## config.mk

```make
export PLATFORM = sky130hd
export DESIGN_NAME = adc_axis_decimator_flat
export DESIGN_NICKNAME = d
export VERILOG_FILES = /design/src/rtl/adc_axis_decimator_if.sv /design/src/rtl/adc_axis_decimator.sv /design/src/flat_wrapper.sv
export SDC_FILE = /design/constraint.sdc
export NUM_CORES = 1
export LEC_CHECK = 0
export ABC_CLOCK_PERIOD_IN_PS = 2200
export CORE_ASPECT_RATIO = 0.8
export CORE_MARGIN = 1.5
export CORE_UTILIZATION = 43
export DETAILED_ROUTE_END_ITERATION = 7
export PLACE_DENSITY_LB_ADDON = 0.25
export SYNTH_ARGS = -nofsm -noshare
export SYNTH_HDL_FRONTEND = slang
export SYNTH_SLANG_ARGS = --single-unit
```

## constraint.sdc

```tcl
create_clock -name clk -period 2.2 [get_ports clk]
set_input_delay 0.33 -clock clk [delete_from_list [all_inputs] [get_ports clk]]
set_output_delay 0.33 -clock clk [all_outputs]
set_load 0.01 [all_outputs]
```

## src/rtl/adc_axis_decimator_if.sv

```systemverilog
// 16-bit AXI-Stream style link used on both sides of the ADC decimator.
interface adc_axis_decimator_if;
    logic [15:0] tdata;
    logic        tvalid;
    logic        tready;
    logic        tlast;

    modport master (output tdata, output tvalid, output tlast, input tready);
    modport slave  (input tdata, input tvalid, output tready);
endinterface

```

## src/rtl/adc_axis_decimator.sv

```systemverilog
// Averages DECIM ADC samples into one signed sample, never stalls the ADC,
// drops results the sink cannot take and marks every FRAME_LEN-th delivered sample.
module adc_axis_decimator #(
    parameter int DECIM         = 4,
    parameter int OFFSET_BINARY = 1,
    parameter int FRAME_LEN     = 256
) (
    input  logic                 clk,
    input  logic                 rst,
    adc_axis_decimator_if.slave  s_axis,
    adc_axis_decimator_if.master m_axis,
    output logic [15:0]          drop_cnt
);
    localparam int SHIFT  = $clog2(DECIM);
    localparam int ACC_W  = 16 + SHIFT;
    localparam int CNT_W  = (SHIFT > 0) ? SHIFT : 1;
    localparam int FCNT_W = (FRAME_LEN > 1) ? $clog2(FRAME_LEN) : 1;
    localparam logic [15:0]       FMT_MASK  = (OFFSET_BINARY != 0) ? 16'h8000 : 16'h0000;
    localparam logic [CNT_W-1:0]  CNT_LAST  = CNT_W'(DECIM - 1);
    localparam logic [FCNT_W-1:0] FCNT_LAST = FCNT_W'(FRAME_LEN - 1);

    logic                    tready_q;
    logic signed [ACC_W-1:0] acc_q, acc_d;
    logic [CNT_W-1:0]        cnt_q, cnt_d;
    logic [FCNT_W-1:0]       fcnt_q, fcnt_d;
    logic [15:0]             tdata_q, tdata_d;
    logic                    tvalid_q, tvalid_d;
    logic                    tlast_q, tlast_d;
    logic [15:0]             drop_q, drop_d;

    logic                    accept, done, hs, load, drop;
    logic signed [15:0]      x;
    logic signed [ACC_W-1:0] sum;
    logic [15:0]             result;

    assign accept = s_axis.tvalid && tready_q;
    assign x      = $signed(s_axis.tdata ^ FMT_MASK);
    assign sum    = acc_q + ACC_W'(x);
    // Arithmetic shift floors the average; the accumulator is wide enough that it never wraps.
    assign result = 16'(sum >>> SHIFT);
    assign done   = accept && (cnt_q == CNT_LAST);
    assign hs     = tvalid_q && m_axis.tready;
    assign load   = done && (!tvalid_q || hs);
    assign drop   = done && tvalid_q && !m_axis.tready;

    always_comb begin
        acc_d    = acc_q;
        cnt_d    = cnt_q;
        fcnt_d   = fcnt_q;
        tdata_d  = tdata_q;
        tvalid_d = tvalid_q;
        tlast_d  = tlast_q;
        drop_d   = drop_q;

        if (accept) begin
            if (done) begin
                acc_d = '0;
                cnt_d = '0;
            end else begin
                acc_d = sum;
                cnt_d = cnt_q + CNT_W'(1);
            end
        end

        if (hs)
            fcnt_d = (fcnt_q == FCNT_LAST) ? '0 : fcnt_q + FCNT_W'(1);

        // tlast follows the frame slot the newly loaded sample will occupy.
        if (load) begin
            tdata_d  = result;
            tvalid_d = 1'b1;
            tlast_d  = (fcnt_d == FCNT_LAST);
        end else if (hs) begin
            tvalid_d = 1'b0;
            tlast_d  = 1'b0;
        end

        if (drop && (drop_q != 16'hFFFF))
            drop_d = drop_q + 16'd1;
    end

    always_ff @(posedge clk) begin
        if (rst) begin
            tready_q <= 1'b0;
            acc_q    <= '0;
            cnt_q    <= '0;
            fcnt_q   <= '0;
            tdata_q  <= '0;
            tvalid_q <= 1'b0;
            tlast_q  <= 1'b0;
            drop_q   <= '0;
        end else begin
            tready_q <= 1'b1;
            acc_q    <= acc_d;
            cnt_q    <= cnt_d;
            fcnt_q   <= fcnt_d;
            tdata_q  <= tdata_d;
            tvalid_q <= tvalid_d;
            tlast_q  <= tlast_d;
            drop_q   <= drop_d;
        end
    end

    assign s_axis.tready = tready_q;
    assign m_axis.tdata  = tdata_q;
    assign m_axis.tvalid = tvalid_q;
    assign m_axis.tlast  = tlast_q;
    assign drop_cnt      = drop_q;
endmodule

```

## src/flat_wrapper.sv

```systemverilog
// flat-port wrapper written by rule: the top's interface ports become plain ports
module adc_axis_decimator_flat 
#(
    parameter int DECIM         = 4,
    parameter int OFFSET_BINARY = 1,
    parameter int FRAME_LEN     = 256
)
  (clk, rst, drop_cnt, s_axis_tdata, s_axis_tvalid, s_axis_tready, m_axis_tdata, m_axis_tvalid, m_axis_tlast, m_axis_tready);
  adc_axis_decimator_if s_axis_i ();
  adc_axis_decimator_if m_axis_i ();
  input  logic clk;
  input  logic rst;
  output logic [15:0] drop_cnt;
  input wire logic [$bits(s_axis_i.tdata)-1:0] s_axis_tdata;
  input wire logic [$bits(s_axis_i.tvalid)-1:0] s_axis_tvalid;
  output wire logic [$bits(s_axis_i.tready)-1:0] s_axis_tready;
  output wire logic [$bits(m_axis_i.tdata)-1:0] m_axis_tdata;
  output wire logic [$bits(m_axis_i.tvalid)-1:0] m_axis_tvalid;
  output wire logic [$bits(m_axis_i.tlast)-1:0] m_axis_tlast;
  input wire logic [$bits(m_axis_i.tready)-1:0] m_axis_tready;
  assign s_axis_i.tdata = s_axis_tdata;
  assign s_axis_i.tvalid = s_axis_tvalid;
  assign s_axis_tready = s_axis_i.tready;
  assign m_axis_tdata = m_axis_i.tdata;
  assign m_axis_tvalid = m_axis_i.tvalid;
  assign m_axis_tlast = m_axis_i.tlast;
  assign m_axis_i.tready = m_axis_tready;
  adc_axis_decimator #(.DECIM(DECIM), .OFFSET_BINARY(OFFSET_BINARY), .FRAME_LEN(FRAME_LEN)) u_core (.clk(clk), .rst(rst), .s_axis(s_axis_i), .m_axis(m_axis_i), .drop_cnt(drop_cnt));
endmodule
```

==> impl_metrics.json <==
{
  "status": "finished, violations left",
  "violations": "setup timing",
  "max_freq_ghz": 0.4310,
  "die_h_um": 81.68,
  "grt_pass1_wl_mm": 14.39,
  "yosysSeqAreaShare_pct": 37.91,
  "drc": 0,
  "netlist_area_um2": 3327,
  "required_ns": 2.42,
  "reg2reg_from": "u_core.acc_q[0]$_SDFFE_PP0P_",
  "synthSimpleGateAreaFrac_pct": 21.40,
  "wl_per_cell_um": 14.01,
  "synth-xor-area-share_pct": 10.15,
  "setup_viol": 4,
  "crit_fanout": 2,
  "syn_nets": 442,
  "synth-adder-area-share_pct": 8.123,
  "antenna_cells": 0,
  "syn_inst": 401,
  "track_usage_pct": 22.71,
  "ys_ff_latch": 63,
  "port_buffers": 54,
  "grt_overflow": 0,
  "power.total_w": 0.002865,
  "finalCritPeriodShare_pct": 105.5,
  "place_inst": 601,
  "grt_pass1_vias": 3047,
  "fin_util_pct": 65.54,
  "die-area_um2": 8277,
  "fillers": 663,
  "coreArea_um2": 7462,
  "hold_start": "u_core.m_axis.tdata[4]$_SDFFE_PP0P_",
  "slew_headroom_pct": 67.36,
  "rrSetupSlack_ns": -0.12,
  "reg2regPathDepth": 9,
  "synth.area.top_cells": "dfxtp_1 38%, ha_1 7.5%, nand2_1 6.2%",
  "peakVddDrop_mv": 0.3748,
  "clock_latency_ns": 0.34,
  "ys_async_sr_fraction_pct": 0,
  "synth_compound_area_share_pct": 19.10,
  "vias_per_cell": 5.267,
  "antenna_found_initial": 0,
  "worstHoldPathType": "register to register",
  "synth_top_family_by_area": "simple AND/OR/NAND/NOR gates",
  "ios": 55,
  "regArea_um2": 1270,
  "first_pass_iters": 7,
  "hold_path_end": "u_core.m_axis.tdata[4]$_SDFFE_PP0P_",
  "maxCapViolCount": 0,
  "powerDensity_nw_per_um2": 585.7,
  "yosys_warnings": 0,
  "avgSynthCellArea_um2": 8.297,
  "rsz0062_at_grt": "true",
  "ant_nets": 0,
  "finalHoldViolCount": 0,
  "fin_crit_ns": 2.320,
  "drive_gt1_share_pct": 23.03,
  "dieWidth_um": 101.3,
  "end_kind": "register",
  "initial_utilization_pct": 44.58,
  "row_count": 28,
  "cp-start-kind": "register",
  "dpl.hpwl_mm": 6.192,
  "synth.mux.area_fraction_pct": 0.3009,
  "cts_buffers": 9,
  "min_path_cells": 2,
  "reg2reg_to": "u_core.acc_q[14]$_SDFFE_PP0P_",
  "final_cells": 626,
  "p_leak_nw": 1.854,
  "synthToLayoutAreaGrowth_pct": 47.01,
  "synth_top_area_cell": "dfxtp_1",
  "vias": 3297,
  "hold_buffers": 0,
  "cts_sinks": 63,
  "drt_iter0_drc": 195,
  "path_clk_slew_ns": 0.07,
  "synth-main-ff-cell": "dfxtp_1",
  "multi_input_area_um2": 2198,
  "layout.nets": 557,
  "cts_max_path_buffers": 2,
  "root_buffer": "clkbuf_8",
  "yosys.area.top_type_share_pct": 37.91,
  "wl_mm": 8.769,
  "htreeDepth": 3,
  "worstMarginPinSlew_ns": 0.4896,
  "fin_skew_ns": 0.007902,
  "critPathKind": "register to register",
  "critical_path_arrival_ns": 2.54,
  "synth-edff-count": 0,
  "grt_max_degree": 26,
  "synth.distinct_cells": 51,
  "report.final.slew_viol_count": 0,
  "fin_ws_ns": -0.1204,
  "place.gp.congestion": 0.9107,
  "cts_tree": "done"
}
## stage by stage
| stage | setup slack, ns | hold slack, ns | TNS (ns) | instance area (um2) |
|---|---|---|---|---|
| 2_1_floorplan | -0.03893 | 0.4110 | -0.04702 | 3348 |
| 3_3_place_gp | -0.5401 | 0.4421 | -8.804 | 4398 |
| 3_5_place_dp | -0.6952 | 0.4457 | -9.963 | 4398 |
| 4_1_cts | -0.1064 | 0.4557 | -0.2920 | 4822 |
| 5_1_grt | -0.1863 | 0.4771 | -0.8424 | 4891 |
| 6_report | -0.1204 | 0.4531 | -0.3805 | 4891 |
## metal layers
layer	wire length, um	vias to the layer above	global-route usage [%]
li1	-	1651	-
met1	4283	1538	29.88
met2	3922	89	36.11
met3	408	19	5.532
met4	155	0	8.889
met5	0	-	0
## area by class of cell
type	count	area share, %
Sequential cell	63	25.97
Multi-Input combinational cell	312	44.95
Tap cell	105	2.686
Clock buffer	14	3.530
Clock inverter	2	0.7675
Timing Repair Buffer	120	21.34
Inverter	10	0.7675
## sequential cells by signal, summed over array words and instances, names as in the netlist
signal                count
u_core.acc_q             18
u_core.cnt_q              2
u_core.drop_cnt          16
u_core.fcnt_q             8
u_core.m_axis.tdata      16
u_core.m_axis.tlast       1
u_core.m_axis.tvalid      1
u_core.s_axis.tready      1
## synthesized netlist by cell type (3+ instances only)
cell type  instances
a21o_1             3
a21oi_1           36
a22oi_1            8
a31oi_1            5
and3_1             3
clkbuf_1          13
dfxtp_1           63
ha_1              20
inv_1             10
nand2_1           55
nand3_1           20
nand3b_1           3
nand4_1            4
nor2_1            45
nor2b_1            3
nor3_1             3
nor3b_1            3
o211ai_1           6
o21a_1             4
o21ai_0           15
or3_1              4
or4_1              3
xnor2_1           19
xor2_1            17
## power breakdown
| group | leakage [nW] | internal (W) | switching [W] |
|---|---|---|---|
| sequential | 0.513 | 0.00117 | 0.0000264 |
| combinational | 1.24 | 0.000316 | 0.000293 |
| clock | 0.103 | 0.000617 | 0.000440 |
## worst max-delay path, stage by stage (launching register included)
cell and delay, ns:
dfxtp_2 0.33, ha_4 0.16, fa_2 0.33, a21o_1 0.23, a221oi_4 0.28, nand4b_1 0.22
nand2_2 0.09, a31oi_1 0.17, xor2_1 0.26, o21ai_1 0.13
## placed cells by master, fill, tap and decap left out, types with 9 or more instances in the layout
master	netlist	layout
xnor2_1	19	17
inv_1	10	9
buf_4	0	63
nand3_1	20	20
ha_1	20	11
nand2_1	55	50
nor2_1	45	44
o21ai_0	15	11
ha_4	0	9
dlygate4sd2_1	0	10
clkdlybuf4s50_1	0	44
clkbuf_8	0	12
dfxtp_1	63	56
a21oi_1	36	34
xor2_1	17	16
## how the worst max path moves through the flow
stage / cells after the start / from / end
5_1_grt: 9 / u_core.acc_q[0]$_SDFFE_PP0P_ / u_core.acc_q[14]$_SDFFE_PP0P_
3_5_place_dp: 10 / s_axis_tdata[0] / u_core.m_axis.tdata[12]$_SDFFE_PP0P_
3_3_place_gp: 10 / s_axis_tdata[0] / u_core.m_axis.tdata[12]$_SDFFE_PP0P_
6_report: 9 / u_core.acc_q[0]$_SDFFE_PP0P_ / u_core.acc_q[14]$_SDFFE_PP0P_
2_1_floorplan: 9 / s_axis_tdata[0] / u_core.m_axis.tdata[12]$_SDFFE_PP0P_
4_1_cts: 9 / u_core.acc_q[0]$_SDFFE_PP0P_ / u_core.m_axis.tdata[12]$_SDFFE_PP0P_
## timing repair
item,4_1_cts,5_1_grt
gates resized for setup,41,13
buffers inserted,8,2
setup endpoints to repair,14,14
hold endpoints to repair,0,0
pin swaps,33,18
## kinds of logic (layout without fill, tap and decap cells)
kind of cell             count (synthesis)  after routing
buffers and inverters                   26            146
AND/OR/NAND/NOR                        155            155
AO/OA/AOI/OAI                           98             98
XOR/XNOR                                37             37
flip-flops                              63             63
multiplexers                             1              1
adder cells (fa/ha/maj)                 21             21
Note: power is estimated with default switching activity, not from simulation.
